**src/rtl/avalon_st_arbiter_if.sv**
```systemverilog
// avalon_st_arbiter_if
//   Bundles the NUM_SRC Avalon-ST source streams and the single merged sink
//   stream of the packet arbiter.
//   Ports / signals:
//     in_data, in_valid, in_startofpacket, in_endofpacket, in_empty : sources -> arbiter
//     in_ready                                                       : arbiter -> sources
//     out_data, out_valid, out_startofpacket, out_endofpacket,
//     out_empty, out_channel, err_no_sop                             : arbiter -> sink
//     out_ready                                                      : sink -> arbiter
//   Modports:
//     master : the arbiter side (drives in_ready and the merged out_* stream)
//     slave  : the environment side (drives the sources and out_ready)
interface avalon_st_arbiter_if #(
    parameter int NUM_SRC = 4,
    parameter int DATA_W  = 256,
    parameter int EMPTY_W = 5,
    parameter int CH_W    = $clog2(NUM_SRC)
);
    logic [NUM_SRC*DATA_W-1:0]  in_data;
    logic [NUM_SRC-1:0]         in_valid;
    logic [NUM_SRC-1:0]         in_ready;
    logic [NUM_SRC-1:0]         in_startofpacket;
    logic [NUM_SRC-1:0]         in_endofpacket;
    logic [NUM_SRC*EMPTY_W-1:0] in_empty;
    logic [DATA_W-1:0]          out_data;
    logic                       out_valid;
    logic                       out_ready;
    logic                       out_startofpacket;
    logic                       out_endofpacket;
    logic [EMPTY_W-1:0]         out_empty;
    logic [CH_W-1:0]            out_channel;
    logic                       err_no_sop;

    modport master (
        input  in_data, in_valid, in_startofpacket, in_endofpacket, in_empty, out_ready,
        output in_ready, out_data, out_valid, out_startofpacket, out_endofpacket,
               out_empty, out_channel, err_no_sop
    );

    modport slave (
        output in_data, in_valid, in_startofpacket, in_endofpacket, in_empty, out_ready,
        input  in_ready, out_data, out_valid, out_startofpacket, out_endofpacket,
               out_empty, out_channel, err_no_sop
    );
endinterface

```
**src/rtl/avalon_st_arbiter.sv**
```systemverilog
// avalon_st_arbiter
//   Packet-granular round-robin merge of NUM_SRC Avalon-ST sources onto one
//   sink. A winning source owns the sink until its EOP beat is accepted. The
//   merged stream leaves through a one-entry output register, tagged with the
//   owning source index on out_channel.
//   Ports:
//     clk     : rising-edge clock
//     reset_n : asynchronous active-low reset
//     bus     : avalon_st_arbiter_if.master (source streams in, merged stream out)
module avalon_st_arbiter #(
    parameter int NUM_SRC = 4,
    parameter int DATA_W  = 256,
    parameter int EMPTY_W = 5,
    parameter int CH_W    = $clog2(NUM_SRC)
) (
    input  logic                 clk,
    input  logic                 reset_n,
    avalon_st_arbiter_if.master  bus
);

    typedef enum logic {IDLE = 1'b0, LOCK = 1'b1} state_t;

    state_t               state_q, state_d;
    logic [CH_W-1:0]      last_grant_q, last_grant_d;
    logic [CH_W-1:0]      grant_q, grant_d;
    logic                 err_q, err_d;

    logic                 out_valid_q, out_valid_d;
    logic [DATA_W-1:0]    out_data_q, out_data_d;
    logic                 out_sop_q, out_sop_d;
    logic                 out_eop_q, out_eop_d;
    logic [EMPTY_W-1:0]   out_empty_q, out_empty_d;
    logic [CH_W-1:0]      out_channel_q, out_channel_d;

    logic                 load;
    logic                 win_found;
    logic [CH_W-1:0]      winner;
    logic [CH_W-1:0]      sel;
    logic [NUM_SRC-1:0]   ready;
    logic                 accept;
    logic [DATA_W-1:0]    sel_data;
    logic [EMPTY_W-1:0]   sel_empty;
    logic                 sel_sop;
    logic                 sel_eop;

    logic [DATA_W-1:0]    data_arr  [NUM_SRC];
    logic [EMPTY_W-1:0]   empty_arr [NUM_SRC];

    for (genvar g = 0; g < NUM_SRC; g++) begin : g_unpack
        assign data_arr[g]  = bus.in_data[g*DATA_W +: DATA_W];
        assign empty_arr[g] = bus.in_empty[g*EMPTY_W +: EMPTY_W];
    end

    assign load = !out_valid_q || bus.out_ready;

    // Round-robin search: first look strictly above last_grant, then wrap to
    // the sources at or below it.
    always_comb begin
        win_found = 1'b0;
        winner    = '0;
        for (int i = 0; i < NUM_SRC; i++) begin
            if (!win_found && bus.in_valid[CH_W'(i)] && (CH_W'(i) > last_grant_q)) begin
                win_found = 1'b1;
                winner    = CH_W'(i);
            end
        end
        for (int i = 0; i < NUM_SRC; i++) begin
            if (!win_found && bus.in_valid[CH_W'(i)] && (CH_W'(i) <= last_grant_q)) begin
                win_found = 1'b1;
                winner    = CH_W'(i);
            end
        end
    end

    // Ready depends only on state, in_valid (IDLE only) and out_ready.
    always_comb begin
        ready = '0;
        if (state_q == IDLE) begin
            if (load && win_found) begin
                ready[winner] = 1'b1;
            end
        end else begin
            ready[grant_q] = load;
        end
    end

    assign sel       = (state_q == IDLE) ? winner : grant_q;
    assign accept    = |(ready & bus.in_valid);
    assign sel_data  = data_arr[sel];
    assign sel_empty = empty_arr[sel];
    assign sel_sop   = bus.in_startofpacket[sel];
    assign sel_eop   = bus.in_endofpacket[sel];

    // Sources see no ready while reset is held, so nothing is handed off
    // into a register that is being cleared.
    assign bus.in_ready = reset_n ? ready : '0;

    always_comb begin
        state_d       = state_q;
        last_grant_d  = last_grant_q;
        grant_d       = grant_q;
        err_d         = err_q;
        out_valid_d   = out_valid_q;
        out_data_d    = out_data_q;
        out_sop_d     = out_sop_q;
        out_eop_d     = out_eop_q;
        out_empty_d   = out_empty_q;
        out_channel_d = out_channel_q;

        if (load) begin
            out_valid_d = accept;
            if (accept) begin
                out_data_d    = sel_data;
                out_sop_d     = sel_sop;
                out_eop_d     = sel_eop;
                out_empty_d   = sel_empty;
                out_channel_d = sel;
            end
        end

        case (state_q)
            IDLE: begin
                if (accept) begin
                    last_grant_d = winner;
                    if (!sel_sop) begin
                        err_d = 1'b1;
                    end
                    if (!sel_eop) begin
                        state_d = LOCK;
                        grant_d = winner;
                    end
                end
            end
            LOCK: begin
                if (accept && sel_eop) begin
                    state_d = IDLE;
                end
            end
            default: state_d = IDLE;
        endcase
    end

    always_ff @(posedge clk or negedge reset_n) begin
        if (!reset_n) begin
            state_q       <= IDLE;
            last_grant_q  <= CH_W'(NUM_SRC - 1);
            grant_q       <= '0;
            err_q         <= 1'b0;
            out_valid_q   <= 1'b0;
            out_data_q    <= '0;
            out_sop_q     <= 1'b0;
            out_eop_q     <= 1'b0;
            out_empty_q   <= '0;
            out_channel_q <= '0;
        end else begin
            state_q       <= state_d;
            last_grant_q  <= last_grant_d;
            grant_q       <= grant_d;
            err_q         <= err_d;
            out_valid_q   <= out_valid_d;
            out_data_q    <= out_data_d;
            out_sop_q     <= out_sop_d;
            out_eop_q     <= out_eop_d;
            out_empty_q   <= out_empty_d;
            out_channel_q <= out_channel_d;
        end
    end

    assign bus.out_valid         = out_valid_q;
    assign bus.out_data          = out_data_q;
    assign bus.out_startofpacket = out_sop_q;
    assign bus.out_endofpacket   = out_eop_q;
    assign bus.out_empty         = out_empty_q;
    assign bus.out_channel       = out_channel_q;
    assign bus.err_no_sop        = err_q;

endmodule

```
**src/flat_wrapper.sv**
```systemverilog
// flat-port wrapper written by rule: the top's interface ports become plain ports
module avalon_st_arbiter_flat 
#(
    parameter int NUM_SRC = 4,
    parameter int DATA_W  = 256,
    parameter int EMPTY_W = 5,
    parameter int CH_W    = $clog2(NUM_SRC)
)
  (clk, reset_n, bus_in_data, bus_in_valid, bus_in_startofpacket, bus_in_endofpacket, bus_in_empty, bus_out_ready, bus_in_ready, bus_out_data, bus_out_valid, bus_out_startofpacket, bus_out_endofpacket, bus_out_empty, bus_out_channel, bus_err_no_sop);
  avalon_st_arbiter_if #(.NUM_SRC(NUM_SRC), .DATA_W(DATA_W), .EMPTY_W(EMPTY_W), .CH_W(CH_W)) bus_i ();
  input  logic clk;
  input  logic reset_n;
  input wire logic [$bits(bus_i.in_data)-1:0] bus_in_data;
  input wire logic [$bits(bus_i.in_valid)-1:0] bus_in_valid;
  input wire logic [$bits(bus_i.in_startofpacket)-1:0] bus_in_startofpacket;
  input wire logic [$bits(bus_i.in_endofpacket)-1:0] bus_in_endofpacket;
  input wire logic [$bits(bus_i.in_empty)-1:0] bus_in_empty;
  input wire logic [$bits(bus_i.out_ready)-1:0] bus_out_ready;
  output wire logic [$bits(bus_i.in_ready)-1:0] bus_in_ready;
  output wire logic [$bits(bus_i.out_data)-1:0] bus_out_data;
  output wire logic [$bits(bus_i.out_valid)-1:0] bus_out_valid;
  output wire logic [$bits(bus_i.out_startofpacket)-1:0] bus_out_startofpacket;
  output wire logic [$bits(bus_i.out_endofpacket)-1:0] bus_out_endofpacket;
  output wire logic [$bits(bus_i.out_empty)-1:0] bus_out_empty;
  output wire logic [$bits(bus_i.out_channel)-1:0] bus_out_channel;
  output wire logic [$bits(bus_i.err_no_sop)-1:0] bus_err_no_sop;
  assign bus_i.in_data = bus_in_data;
  assign bus_i.in_valid = bus_in_valid;
  assign bus_i.in_startofpacket = bus_in_startofpacket;
  assign bus_i.in_endofpacket = bus_in_endofpacket;
  assign bus_i.in_empty = bus_in_empty;
  assign bus_i.out_ready = bus_out_ready;
  assign bus_in_ready = bus_i.in_ready;
  assign bus_out_data = bus_i.out_data;
  assign bus_out_valid = bus_i.out_valid;
  assign bus_out_startofpacket = bus_i.out_startofpacket;
  assign bus_out_endofpacket = bus_i.out_endofpacket;
  assign bus_out_empty = bus_i.out_empty;
  assign bus_out_channel = bus_i.out_channel;
  assign bus_err_no_sop = bus_i.err_no_sop;
  avalon_st_arbiter #(.NUM_SRC(NUM_SRC), .DATA_W(DATA_W), .EMPTY_W(EMPTY_W), .CH_W(CH_W)) u_core (.clk(clk), .reset_n(reset_n), .bus(bus_i));
endmodule
```
**config.mk**
```make
export PLATFORM = sky130hd
export DESIGN_NAME = avalon_st_arbiter_flat
export DESIGN_NICKNAME = d
export VERILOG_FILES = /design/src/rtl/avalon_st_arbiter_if.sv /design/src/rtl/avalon_st_arbiter.sv /design/src/flat_wrapper.sv
export SDC_FILE = /design/constraint.sdc
export NUM_CORES = 1
export LEC_CHECK = 0
export ABC_AREA = 1
export ABC_CLOCK_PERIOD_IN_PS = 1600
export BUFFER_PORTS_ARGS = -buffer_cell sky130_fd_sc_hd__buf_4
export CAP_MARGIN = 40
export CORE_AREA = 2 2 512 514
export DETAILED_ROUTE_END_ITERATION = 16
export DIE_AREA = 0 0 514 516
export PLACE_DENSITY = 0.33
export SLEW_MARGIN = 20
export SYNTH_ARGS = -nofsm -noshare
export SYNTH_HDL_FRONTEND = slang
export SYNTH_SLANG_ARGS = --single-unit
```
**constraint.sdc**
```tcl
create_clock -name clk -period 1.6 [get_ports clk]
set_input_delay 0 -clock clk [delete_from_list [all_inputs] [get_ports clk]]
set_output_delay 0 -clock clk [all_outputs]
set_load 0.03 [all_outputs]
```
# Yosys cells after proc, flatten, opt, wreduce, memory -nomap -nowiden
# Index checks and enable logic that the tools add are counted.
word_totals:
  output_inout_bits: 271
  inputBits: 1059
  register_bits: 272
op_classes:
  n_mux: 29
  n_bitwise: 6
  n_reduce_logical: 21
  magnitude_cmp: 10
ops:
  columns: ["cell", "count"]
  rows:
  - ["binary-select mux 256 bit (select 2 bit)", 1]
  - ["2-to-1 mux 256 bit", 2]
  - ["2-to-1 mux 1 bit", 12]
  - ["2-to-1 mux 4 bit", 3]
  - ["logical AND 1 bit", 11]
  - ["binary-select mux 5 bit (select 2 bit)", 1]
  - ["2-to-1 mux 5 bit", 2]
  - ["less-than comparator 2 x 3 -> 1 bit, second input constant", 3]
  - ["bitwise AND 4 bit", 2]
  - ["2-to-1 mux 2 bit", 3]
  - ["AND reduction 3 bit", 2]
  - ["binary-select mux 1 bit (select 2 bit)", 2]
  - ["demux 1 bit (select 2 bit)", 2]
  - ["greater-or-equal comparator 2 x 1 -> 1 bit, second input constant", 2]
  - ["> comparator 1 x 2 -> 1 bit, first input constant", 2]
  - ["<= comparator 1 x 2 -> 1 bit, first input constant", 2]
  - ["logical NOT 1 bit", 4]
  - ["AND reduction 2 bit", 2]
  - ["OR reduction 4 bit", 1]
  - ["greater-or-equal comparator 3 bit, second input constant", 1]
  - ["NOT 1 bit", 3]
  - ["NOT 2 -> 3 bit", 1]
  - ["one-hot mux 1 bit (2 select lines)", 1]
  - ["logical OR 1 bit", 1]

# Logic depth before layout (Yosys ltp)
# Gate-level depths: netlist (run 1).
logic_depth:
  ltp_word: 26
  ltp_mapped: 12

# Least setup slack after synthesis (run 1)
# Ideal clock, no wire load.
synth_path:
  path_kind: "register to output"
  start: "register u_core.last_grant_q[0]"
  end: "output port bus_in_ready[1]"
  required_ns: 1.600
  path_stages_with_launch: 8
  path_buffers: 2
  slack_ns: -0.137
  arrival_time_ns: 1.737
  path_cell_list: "dfstp_2 > o21ai_1 > nand2_2 > nand2_2 > nand2_2 > buf_2 > buf_1 > nor3_1"
synth_between:
  elab_chain_cells: 22
  elab_cells_between_ends: 30
  cone_classes: "6 x order compare; 12 x mux; 12 x reduce/logical"
synth_lines:
  columns: ["element", "line", "rtl"]
  rows:
  - ["start, declared", "avalon_st_arbiter.sv:24", "logic [CH_W-1:0] last_grant_q, last_grant_d;"]
  - ["start signal, assigned", "avalon_st_arbiter.sv:146", "last_grant_q <= CH_W'(NUM_SRC - 1);"]
  - ["start signal, assigned", "avalon_st_arbiter.sv:157", "last_grant_q <= last_grant_d;"]
  - ["> comparator 1 x 2 -> 1 bit", "avalon_st_arbiter.sv:62", "if (!win_found && bus.in_valid[CH_W'(i)] && (CH_W'(i) > last_grant_q)) begin"]
  - ["logical AND 1 bit", "avalon_st_arbiter.sv:62", null]
  - ["2-to-1 mux 1 bit", "avalon_st_arbiter.sv:62", null]
  - ["logical NOT 1 bit", "avalon_st_arbiter.sv:62", null]
  - ["logical AND 1 bit (2 in series)", "avalon_st_arbiter.sv:62", null]
  - ["2-to-1 mux 1 bit", "avalon_st_arbiter.sv:62", null]
  - ["logical NOT 1 bit", "avalon_st_arbiter.sv:68", "if (!win_found && bus.in_valid[CH_W'(i)] && (CH_W'(i) <= last_grant_q)) begin"]
  - ["logical AND 1 bit (2 in series)", "avalon_st_arbiter.sv:68", null]
  - ["[... 4 more ...]", null, null]
  - ["2-to-1 mux 2 bit", "avalon_st_arbiter.sv:68", null]
  - ["less-than comparator 2 x 3 -> 1 bit (not written as such) or greater-or-equal comparator 2 x 1 -> 1 bit (tied branches)", "avalon_st_arbiter.sv:80", "ready[winner] = 1'b1;"]
  - ["logical AND 1 bit (not written as such)", "avalon_st_arbiter.sv:80", null]
  - ["2-to-1 mux 1 bit (not written as such)", "avalon_st_arbiter.sv:80", null]
  - ["demux 1 bit (select 2 bit)", null, null]
  - ["2-to-1 mux 4 bit *", "avalon_st_arbiter.sv:79", "if (load && win_found) begin"]
  - ["2-to-1 mux 4 bit *", "avalon_st_arbiter.sv:78", "if (state_q == IDLE) begin"]
  - ["2-to-1 mux 4 bit *", "avalon_st_arbiter.sv:96", "assign bus.in_ready = reset_n ? ready : '0;"]
  - ["end, declared", "flat_wrapper.sv:19", "output wire logic [$bits(bus_i.in_ready)-1:0] bus_in_ready;"]
# Mark *: on every way between the ends. The rest lies on a longest branch, timed or not.

# Worst setup path in the final report (run 1)
layout_path:
  start: "register u_core.last_grant_q[1]"
  end: "register u_core.out_data_q[19] (netlist: u_core.bus.out_data[19])"
layout_between:
  elab_chain_cells: 24
  elab_cells_between_ends: 37
  cone_classes: "6 x order compare; 15 x mux; 2 x bitwise; 14 x reduce/logical"
layout_lines:
  columns: ["element", "line", "rtl"]
  rows:
  - ["> comparator 1 x 2 -> 1 bit", "avalon_st_arbiter.sv:62", null]
  - ["logical AND 1 bit", "avalon_st_arbiter.sv:62", null]
  - ["2-to-1 mux 1 bit", "avalon_st_arbiter.sv:62", null]
  - ["logical NOT 1 bit", "avalon_st_arbiter.sv:62", null]
  - ["logical AND 1 bit (2 in series)", "avalon_st_arbiter.sv:62", null]
  - ["2-to-1 mux 1 bit", "avalon_st_arbiter.sv:62", null]
  - ["logical NOT 1 bit", "avalon_st_arbiter.sv:68", null]
  - ["logical AND 1 bit (2 in series)", "avalon_st_arbiter.sv:68", null]
  - ["[... 6 more ...]", null, null]
  - ["logical AND 1 bit (not written as such)", "avalon_st_arbiter.sv:80", null]
  - ["2-to-1 mux 1 bit (not written as such)", "avalon_st_arbiter.sv:80", null]
  - ["demux 1 bit (select 2 bit)", null, null]
  - ["2-to-1 mux 4 bit", "avalon_st_arbiter.sv:79", null]
  - ["2-to-1 mux 4 bit", "avalon_st_arbiter.sv:78", null]
  - ["bitwise AND 4 bit", "avalon_st_arbiter.sv:88", "assign accept = |(ready & bus.in_valid);"]
  - ["OR reduction 4 bit", "avalon_st_arbiter.sv:88", null]
  - ["AND reduction 2 bit (no line)", null, null]
  - ["end signal, assigned", "avalon_st_arbiter.sv:161", "out_data_q <= out_data_d;"]
  - ["end, declared", "avalon_st_arbiter.sv:29", "logic [DATA_W-1:0] out_data_q, out_data_d;"]
# Parallel ways exist; a longest one is shown, timed or not. The select of a mux whose other input is x is not followed.
# A chain may end at the register's enable or synchronous reset.

==> results of run 1 <==
[cell usage after synthesis (3+ instances only)]
master	number	share of area, %
nand2_1	802	21
dfrtp_1	268	48
inv_1	266	7.1
o211ai_1	181	9.7
o211ai_2	80	7.1
buf_4	37	2.0
buf_2	31	1.1
clkbuf_1	26	0.69
buf_6	19	1.5
nand3_1	4	0.14
buf_1	3	0.080
inv_2	3	0.080
nand2_2	3	0.13
nor2_1	3	0.080
o21ai_0	3	0.11
[state kept, by name, summed over array words and instances, names as in the netlist, named ones only]
signal                        cells
u_core.grant_q                    1
u_core.bus.out_valid              1
u_core.bus.out_empty              5
u_core.bus.out_startofpacket      1
u_core.bus.out_data             256
u_core.last_grant_q               2
u_core.bus.err_no_sop             1
u_core.bus.out_channel            1
u_core.bus.out_endofpacket        1
[report_power, final]
part / leakage (nW) / total, W / switching [W] / internal [W]
clock network: 0.658 / 0.00938 / 0.00408 / 0.00530
logic: 12.1 / 0.0455 / 0.0281 / 0.0174
registers: 3.27 / 0.0129 / 0.00246 / 0.0105
total: 16.1 / 0.0678 / 0.0346 / 0.0331
[per-layer routing]
metal | part of all wire, % | wire length (um) | track usage (%)
met5 | 0 | 0 | 0
met4 | 2.2 | 2710 | 2.30
met3 | 15 | 18500 | 6.12
met2 | 47 | 57900 | 14.7
met1 | 36 | 44500 | 9.02
[cells in the final DEF (no fill, tap or decap), drive strengths merged]
cell type | Yosys | layout
a21boi | 1 | 1
a21oi | 1 | 1
buf | 92 | 973
bufbuf | 0 | 4
clkbuf | 27 | 74
clkinv | 0 | 8
clkinvlp | 0 | 2
conb | 1 | 3
dfrtp | 268 | 268
dfstp | 2 | 2
diode | 0 | 4
dlygate4sd3 | 0 | 530
inv | 269 | 277
nand2 | 806 | 806
nand3 | 4 | 4
nand4 | 1 | 1
nor2 | 4 | 4
nor3 | 1 | 1
o211ai | 261 | 261
o21a | 1 | 1
o21ai | 4 | 4
o21bai | 1 | 1
[worst reg2reg max path, delay by kind of cell (launching register included)]
kind | cells | cell delay, ns
AOI/OAI and AO/OA | 2 | 0.51
buffers and inverters | 2 | 0.59
DFF | 1 | 0.37
and+or+nand+nor | 4 | 0.43
[worst max-delay path by stage]
stage,startpoint,to,slack (ns),depth (start not counted)
floorplan,u_core.bus.out_valid,u_core.bus.out_data[132],0.01,12
global placement,u_core.last_grant_q[0],u_core.bus.err_no_sop,-0.50,9
detailed placement,u_core.last_grant_q[0],u_core.bus.err_no_sop,-0.52,9
CTS,u_core.last_grant_q[1],bus_in_ready[1],-0.46,7
global route,u_core.last_grant_q[1],u_core.bus.out_data[152],-0.49,9
finish,u_core.last_grant_q[1],u_core.bus.out_data[19],-0.43,8
[logic make-up after synthesis]
family	Yosys count
other	1
and+or+nand+nor	816
DFF	270
AOI/OAI and AO/OA	269
buffers and inverters	388
[repair_timing]
item / 4_1_cts / 5_1_grt
resized for setup: 47 / 137
buffers inserted: 17 / 16
cloned: 16 / 17
endpoints found under the hold margin: 537 / 0
pin swaps: 14 / 35
endpoints found under the setup margin: 271 / 272
hold buffers: 532 / 0
[final cells by class]
class	instances	area (um^2)	share of cell area [%]
Antenna cell	4	10.0	0.0299
Timing Repair Buffer	1523	14300	42.6
Tap cell	3402	4260	12.7
Multi-Input combinational cell	1088	5820	17.4
Inverter	269	1030	3.07
Clock buffer	58	1200	3.59
Sequential cell	270	6760	20.2
Clock inverter	18	136	0.408
[per-stage QoR]
| step | setup WS (ns) | utilization (%) | total power [W] | setup TNS, ns |
|---|---|---|---|---|
| 3_5_place_dp | -0.523 | 9.62 | 0.0524 | -89.05 |
| 3_3_place_gp | -0.503 | 9.62 | 0.0524 | -94.69 |
| 2_1_floorplan | 0.0148 | - | 0.0312 | 0 |
| 5_1_grt | -0.495 | 12.9 | 0.0734 | -105.89 |
| 6_report | -0.433 | 12.9 | 0.0678 | -80.70 |
| 4_1_cts | -0.460 | 12.5 | 0.0671 | -84.55 |
==> impl_metrics.csv, run 1 <==
group,metric,value,unit
placed_design,port_buffers,798,
global_route,grt_max_degree,90,
setup_path,worstSetupPathType,"reg2reg",
synth,postSynthAreaPerCell,8.07,um^2
clock_network,cts_inserted_buffers,43,
drt,drt_first_pass_iters,5,
clock_network,clock_latency,0.65,ns
layout,drive_gt1_share,37.8,%
synth,synth_edf_count,0,
die,initial_core_util,5.43,%
global_route,antenna_found_initial,6,
timing,tightestPinTransition,0.664,ns
timing,whs,0.147,ns
drt,drc,0,
global_route,grt.overflow.total,0,
pwr,ir_worst_vdd,814,uV
drt,viasPerCell,2.61,
pwr,power_leakage,16.1,nW
die,die_h,516,um
clock_network,clkSlewWorstSetupHoldPaths,0.06,ns
clock_network,cts_max_level,2,
die,chipWidth,514,um
global_route,grt_pass1_vias,18600,
job,maxCapViolations,0,
run_status,violations,"setup timing",
placed_design,post_dp_cell_area,0.0249,mm^2
synth,syn_inst,1744,
setup_path,crit_slowest_cell,"o211ai_1",
timing,slew_viol_final,0,
timing,slew_headroom,55.7,%
worst_hold_path,worst_hold_path.num_cells,4,
setup_path,end_kind,"register",
synth,synthAdderAreaFrac,0,%
setup_path,cp_top_family,"compound AO/OA/AOI/OAI gates",
drt,postRouteAntennaNets,0,
synth,muxShareOfSynthArea,0,%
layout,final_cells,6632,
setup_path,r2r-start,"u_core.last_grant_q[1]",
worst_hold_path,hp-class,"in2reg",
die,ios,1330,
timing,finalClockSkew,0.0282,ns
synth,yosys.area_share.simple,22.0,%
setup_path,cp.required,2.09,ns
worst_hold_path,min-delay-start,"bus_in_data[426]",
setup_path,start_kind,"register",
drt,wl_per_cell,18.6,um
clock_network,root_buffer,"clkbuf_16",
placed_design,dp.cells,5957,
pwr,cellPowerDensity,2030,mW/mm^2
global_route,grt_usage,8.86,%
synth,synth_top_family_by_area,"simple AND/OR/NAND/NOR gates",
setup_path,arrival,2.52,ns
timing,finalSetupViolCount,272,
clock_network,cts_buffer_depth,3,
die,rows,187,
setup_path,worstPathMaxFanout,18,
layout,syn_to_final_growth,138,%
setup_path,worst-path-buf-inv,2,
clock_network,clkSinkCount,270,
drt,drt-total-wl,124,mm
synth,synth_xor_area_share,0,%
die,core-area,0.259,mm^2
clock_network,cts_tree,"built",
setup_path,crit_chain,"o21ai_2, nand2_2, nand2_4, nand2_8, buf_16, buf_12, o211ai_1, nand2_1",
synth,ys_types,28,
worst_hold_path,min_to,"u_core.bus.out_data[170]",
global_route,grt_pass1_wl,158,mm
run_status,status,"finished, violations left",
timing,rsz0062_at_grt,"true",
synth,synth_compound_area_share,17.1,%
timing,finalCritPeriodShare,127,%
drt,vias,17300,
synth,async_flop_share,100,%
placed_design,gp_congestion,0.799,
synth,ys_seq_area_share,48.0,%
layout,fill_cells,29700,
layout,fin_area,0.0335,mm^2
setup_path,reg2reg_slack,-0.43,ns
placed_design,dp.final_hpwl,98.4,mm
setup_path,slowest_delay,0.38,ns
setup_path,timing.rr.end,"u_core.bus.out_data[19]",
synth,synth_ff_type,"dfrtp_1",
drt,drt_iter0_markers,720,
layout,layout.nets,4254,
setup_path,reg2regPathDepth,8,
timing,fin_crit,2.03,ns
synth,ys_seq_elements,270,
die,fp.dieArea,0.265,mm^2
timing,hold_viol,0,
synth,netlist_area,0.0141,mm^2
timing,fmax,492,MHz
synth,yosys_warnings,0,
timing,timing.final.ws_setup,-0.433,ns
Power figures use the tool's default switching activity.
==> inputs of run 2 (changes only) <==
==> constraint.sdc (replaced) <==
create_clock -name clk -period 1.6 [get_ports clk]
set_input_delay 0.24 -clock clk [delete_from_list [all_inputs] [get_ports clk]]
set_output_delay 0.24 -clock clk [all_outputs]
set_load 0.03 [all_outputs]
==> run 2 against run 1 <==
Compared with the run above: the run still ends with setup timing left; sequential cell count unchanged; sequential share of layout area decreased by 0.74 points; maximum frequency decreased by 5.8%; critical path depth increased by 3; wire length increased by 4.3%; clock power decreased by 0.9%; sequential power about the same; non-clock buffer count increased by 13; die area unchanged; worst hold slack got worse by 0.10 ns; via count increased by 1.1%; largest power group unchanged.
==> impl_metrics.csv, run 2 (synthesized netlist as in run 1, its figures left out) <==
group,metric,value,unit
run_status,status,"finished, violations left",
run_status,violations,"setup timing",
timing,finalSetupViolCount,276,
drt,vias,17500,
timing,fin_crit,2.16,ns
placed_design,dp.cells,5931,
drt,drc,0,
clock_network,clock_latency,0.65,ns
timing,tightestPinTransition,0.521,ns
layout,largest_register_ffs,256,
timing,fmax,463,MHz
die,initial_core_util,5.43,%
timing,finalClockSkew,0.0352,ns
pwr,cellPowerDensity,2140,mW/mm^2
layout,final_cells,6641,
die,core-area,0.259,mm^2
job,maxCapViolations,0,
global_route,antenna_found_initial,10,
placed_design,port_buffers,798,
pwr,p_total,0.0743,W
die,die_h,516,um
placed_design,gp_congestion,0.795,
clock_network,clkSinkCount,270,
layout,final_cell_mix,"860 x buf_4, 708 x nand2_1, 493 x dlygate4sd3_1, 267 x dfrtp_1, 265 x inv_1",
timing,slew_headroom,65.2,%
die,ios,1330,
setup_path,end_kind,"register",
clock_network,clkSlewWorstSetupHoldPaths,0.06,ns
clock_network,root_buffer,"clkbuf_16",
clock_network,cts_buffer_depth,3,
global_route,grt_pass1_wl,166,mm
setup_path,worstPathMaxFanout,7,
drt,drt-total-wl,129,mm
timing,whs,0.0451,ns
layout,syn_to_final_growth,147,%
global_route,grt_usage,9.30,%
timing,hold_viol,0,
pwr,power_leakage,16.6,nW
layout,drive_gt1_share,40.1,%
setup_path,worstSetupPathType,"reg2reg",
setup_path,cp_common_cell,"buf_16",
timing,timing.final.ws_setup,-0.558,ns
placed_design,dp.final_hpwl,98.7,mm
timing,slew_viol_final,0,
clock_network,cts_max_level,2,
setup_path,slowest_delay,0.37,ns
drt,viasPerCell,2.64,
drt,drt_first_pass_iters,5,
timing,rsz0062_at_grt,"true",
drt,wl_per_cell,19.4,um
clock_network,cts_tree,"built",
clock_network,cts_inserted_buffers,40,
setup_path,start_kind,"register",
drt,postRouteAntennaNets,0,
worst_hold_path,hp-class,"in2reg",
setup_path,crit_slowest_cell,"dfstp_2",
setup_path,arrival,2.64,ns
setup_path,crit_chain,"o21ai_2, nand2_2, nand2_4, nand2_8, buf_4, buf_6, buf_16, buf_12, buf_16, o211ai_1, nand2_1",
die,chipWidth,514,um
placed_design,post_dp_cell_area,0.0249,mm^2
timing,finalCritPeriodShare,135,%
drt,drt_iter0_markers,771,
layout,fin_area,0.0347,mm^2
global_route,grt_max_degree,54,
global_route,grt.overflow.total,0,
die,rows,187,
pwr,ir_worst_vdd,1020,uV
die,fp.dieArea,0.265,mm^2
setup_path,cp.required,2.08,ns
global_route,grt_pass1_vias,19000,
layout,final_common_cell,"buf_4",
layout,layout.nets,4264,
[run 2: cell types whose count changed in the layout (fill, tap and decap cells not counted), moves of 7 or more]
cell,before,now
buf_4,878,860
buf_8,13,20
nand2_1,742,708
buf_16,27,65
buf_12,31,52
nand2_2,45,74
dlygate4sd3_1,530,493
[run 2: worst max-delay path, delay by kind of cell (launching register included)]
| family | cells | cell delay, ns |
|---|---|---|
| buf+inv | 5 | 0.70 |
| compound gates | 2 | 0.51 |
| flops | 1 | 0.37 |
| simple gates | 4 | 0.37 |
[run 2: per-stage QoR]
stage,setup TNS (ns),util [%],worst slack [ns]
final,-105.21,13.4,-0.558
after global routing,-127.06,13.4,-0.651
after CTS,-127.09,13.1,-0.646
after detailed placement,-94.93,9.60,-0.433
after global placement,-109.85,9.60,-0.500
after floorplan,0,-,0.0130
[run 2: metal layers]
| layer | vias to the layer above | GRT usage (%) | routed length [um] |
|---|---|---|---|
| li1 | 8443 | - | - |
| met1 | 8388 | 9.05 | 44700 |
| met2 | 582 | 16.2 | 63000 |
| met3 | 97 | 5.90 | 17600 |
| met4 | 2 | 2.67 | 3610 |
| met5 | - | 0 | 16 |
[run 2: layout make-up]
cell class,instances,area (um^2)
Fill cell,29600,225000
Timing Repair Buffer,1536,15400
Sequential cell,270,6760
Multi-Input combinational cell,1088,5980
Tap cell,3402,4260
Clock buffer,58,1140
Inverter,269,1030
Clock inverter,16,179
Antenna cell,2,5.00
[run 2: timing repair]
item                                    in CTS  in global routing
pin swaps                                   81                 86
cloned                                      57                 17
endpoints found under the setup margin     317                297
gates resized for setup                    158                139
hold buffers                               493                  0
hold endpoints to repair                   304                  0
buffers inserted                            57                 20
[run 2: power by group]
| part | switching (W) | leakage (nW) | internal (W) | total, W |
|---|---|---|---|---|
| Sequential | 0.00254 | 3.27 | 0.0105 | 0.0130 |
| Clock | 0.00398 | 0.651 | 0.00532 | 0.00930 |
| Combinational | 0.0302 | 12.7 | 0.0218 | 0.0520 |
| Total | 0.0367 | 16.6 | 0.0376 | 0.0743 |
[run 2: final timing paths]
path | start | endpoint | slack (ns) | depth (start not counted)
setup / recovery | u_core.last_grant_q[1] | u_core.bus.out_data[241] | -0.56 | 11
hold / removal | bus_in_data[34] | u_core.bus.out_data[34] | 0.05 | 5
setup reg to reg | u_core.last_grant_q[1] | u_core.bus.out_data[241] | -0.56 | 11
hold reg to reg | u_core.bus.out_data[138] | u_core.bus.out_data[138] | 0.47 | 2
max in group asynchronous | reset_n | u_core.bus.out_data[113] | 0.51 | 4
min in group asynchronous | reset_n | u_core.bus.out_data[244] | 0.37 | 3
==> inputs of run 3 (changes only) <==
--- a/config.mk
+++ b/config.mk
@@ -13,6 +13,7 @@
 export DETAILED_ROUTE_END_ITERATION = 16
 export DIE_AREA = 0 0 514 516
 export PLACE_DENSITY = 0.33
+export RECOVER_POWER = 100
 export SLEW_MARGIN = 20
 export SYNTH_ARGS = -nofsm -noshare
 export SYNTH_HDL_FRONTEND = slang
==> run 3 against run 2 <==
Compared with the run above: the run still ends with setup timing left; total power fell by 1.3%; clock-buffer cell count unchanged; first-iteration DRC count down 10%; sequential power about the same; wire length down 0.15%; design area is 0.88% lower; critical path depth fell by 3; clock skew decreased by 0.0034 ns; maximum frequency is essentially flat; worst setup slack gained 0.00097 ns.
==> impl_metrics.csv, run 3 (synthesized netlist as in run 1, its figures left out) <==
group,metric,value,unit
global_route,grt_use_met1,9.05,%
timing,finalSetupViolCount,321,
clock_network,clkSinkCount,270,
timing,whs,0.0435,ns
clock_network,cts_tree,"built",
placed_design,dp.final_hpwl,98.7,mm
global_route,busiest_layer,"met2",
clock_network,cts_max_level,2,
run_status,status,"finished, violations left",
setup_path,end_kind,"output pin",
worst_hold_path,hp-class,"in2reg",
drt,drt_first_pass_iters,5,
placed_design,post_dp_cell_area,0.0249,mm^2
setup_path,reg2regPathDepth,11,
global_route,grt_usage,9.30,%
timing,fmax,464,MHz
drt,vias,17500,
run_status,violations,"setup timing",
global_route,met2_usage,16.2,%
global_route,grt_max_degree,54,
setup_path,start_kind,"register",
worst_hold_path,min-delay-start,"bus_in_data[34]",
timing,hold_viol,0,
timing,slew_viol_final,0,
timing,finalCritPeriodShare,135,%
drt,drc,0,
global_route,grt.overflow.total,0,
placed_design,gp_congestion,0.795,
timing,timing.final.ws_setup,-0.557,ns
placed_design,place_ws,-0.433,ns
global_route,met3_usage,5.90,%
die,rows,187,
clock_network,root_buffer,"clkbuf_16",
global_route,grt_pass1_wl,166,mm
setup_path,cp-startpoint,"u_core.last_grant_q[1]",
layout,largest_register_ffs,256,
job,maxCapViolations,0,
timing,fin_crit,2.16,ns
die,core-area,0.259,mm^2
clock_network,cts_inserted_buffers,40,
timing,finalClockSkew,0.0319,ns
die,fp.dieArea,0.265,mm^2
global_route,antenna_found_initial,9,
setup_path,cp.required,1.36,ns
clock_network,clock_latency,0.65,ns
timing,rsz0062_at_grt,"true",
die,die_h,516,um
drt,postRouteAntennaNets,0,
layout,syn_to_final_growth,145,%
timing,slew_headroom,15.5,%
die,ios,1330,
drt,viasPerCell,2.64,
global_route,grt_pass1_vias,19000,
die,initial_core_util,5.43,%
setup_path,arrival,1.92,ns
layout,final_util,13.3,%
pwr,power_leakage,16.5,nW
worst_hold_path,worst_hold_path.num_cells,5,
timing,final.setup.tns,-106.07,ns
setup_path,worstSetupPathType,"reg2out",
clock_network,cts_buffer_depth,3,
die,chipWidth,514,um
layout,drive_gt1_share,40.1,%
clock_network,clkSlewWorstSetupHoldPaths,0.06,ns
layout,layout.nets,4264,
drt,wl_per_cell,19.4,um
layout,final_common_cell,"nand2_1",
setup_path,worstPathMaxFanout,3,
layout,final_cell_mix,"708 x nand2_1, 703 x buf_4, 493 x dlygate4sd3_1, 267 x dfrtp_1, 265 x inv_1",
drt,drt_iter0_markers,694,
pwr,ir_worst_vdd,1020,uV
pwr,cellPowerDensity,2130,mW/mm^2
drt,drt-total-wl,129,mm
timing,tightestPinTransition,1.27,ns
placed_design,port_buffers,798,
layout,fin_area,0.0344,mm^2
setup_path,r2r-start,"u_core.last_grant_q[1]",
## run 3: worst paths after layout
path / end / slack, ns
worst max register to register: u_core.bus.out_data[241] / -0.55
worst min-delay path: u_core.bus.out_data[34] / 0.04
worst max-delay path: bus_in_ready[1] / -0.56
min in group asynchronous: u_core.bus.out_data[244] / 0.67
worst min register to register: u_core.bus.out_data[138] / 0.47
max in group asynchronous: u_core.bus.out_data[37] / -0.03
## run 3: critical path, cell delays in order (launching register included)
cell     delay (ns)
dfstp_2        0.37
o21ai_2        0.14
nand2_2        0.10
nand2_4        0.10
nand2_8        0.07
buf_16         0.13
buf_6          0.11
nor3_4         0.12
buf_6          0.16
## run 3: layer usage
metal  part of all wire, %  vias to the layer above
met5                0.0078                        -
met4                   3.0                        2
met3                    14                      104
met2                    49                      589
met1                    34                     8369
li1                      -                     8440
## run 3: area by class of cell
class	count	area (um^2)
fill	29700	225000
timing repair buffer	1536	15100
sequential	270	6760
multi-input combinational	1088	5980
tap	3402	4260
clock buffer	58	1140
inverter	269	1030
clock inverter	16	179
antenna	2	5.00
## run 3: through the flow
| stage | instances | total power [W] |
|---|---|---|
| after floorplan | 1746 | 0.0312 |
| after global placement | 5931 | 0.0522 |
| after detailed placement | 5931 | 0.0521 |
| after CTS | 6610 | 0.0740 |
| after global routing | 6641 | 0.0789 |
| final | 6641 | 0.0733 |
## run 3: report_power, final
group          switching [W]  internal (W)
clock                0.00397       0.00532
combinational         0.0302        0.0209
sequential           0.00249        0.0104
## run 3: what timing repair did
action                                  4_1_cts  5_1_grt
gates cloned                                 57       17
gates resized for setup                     158      139
buffers inserted                             57       20
hold buffers                                493        0
pin swaps                                    81       86
endpoints found under the hold margin       304        0
endpoints found under the setup margin      317      297
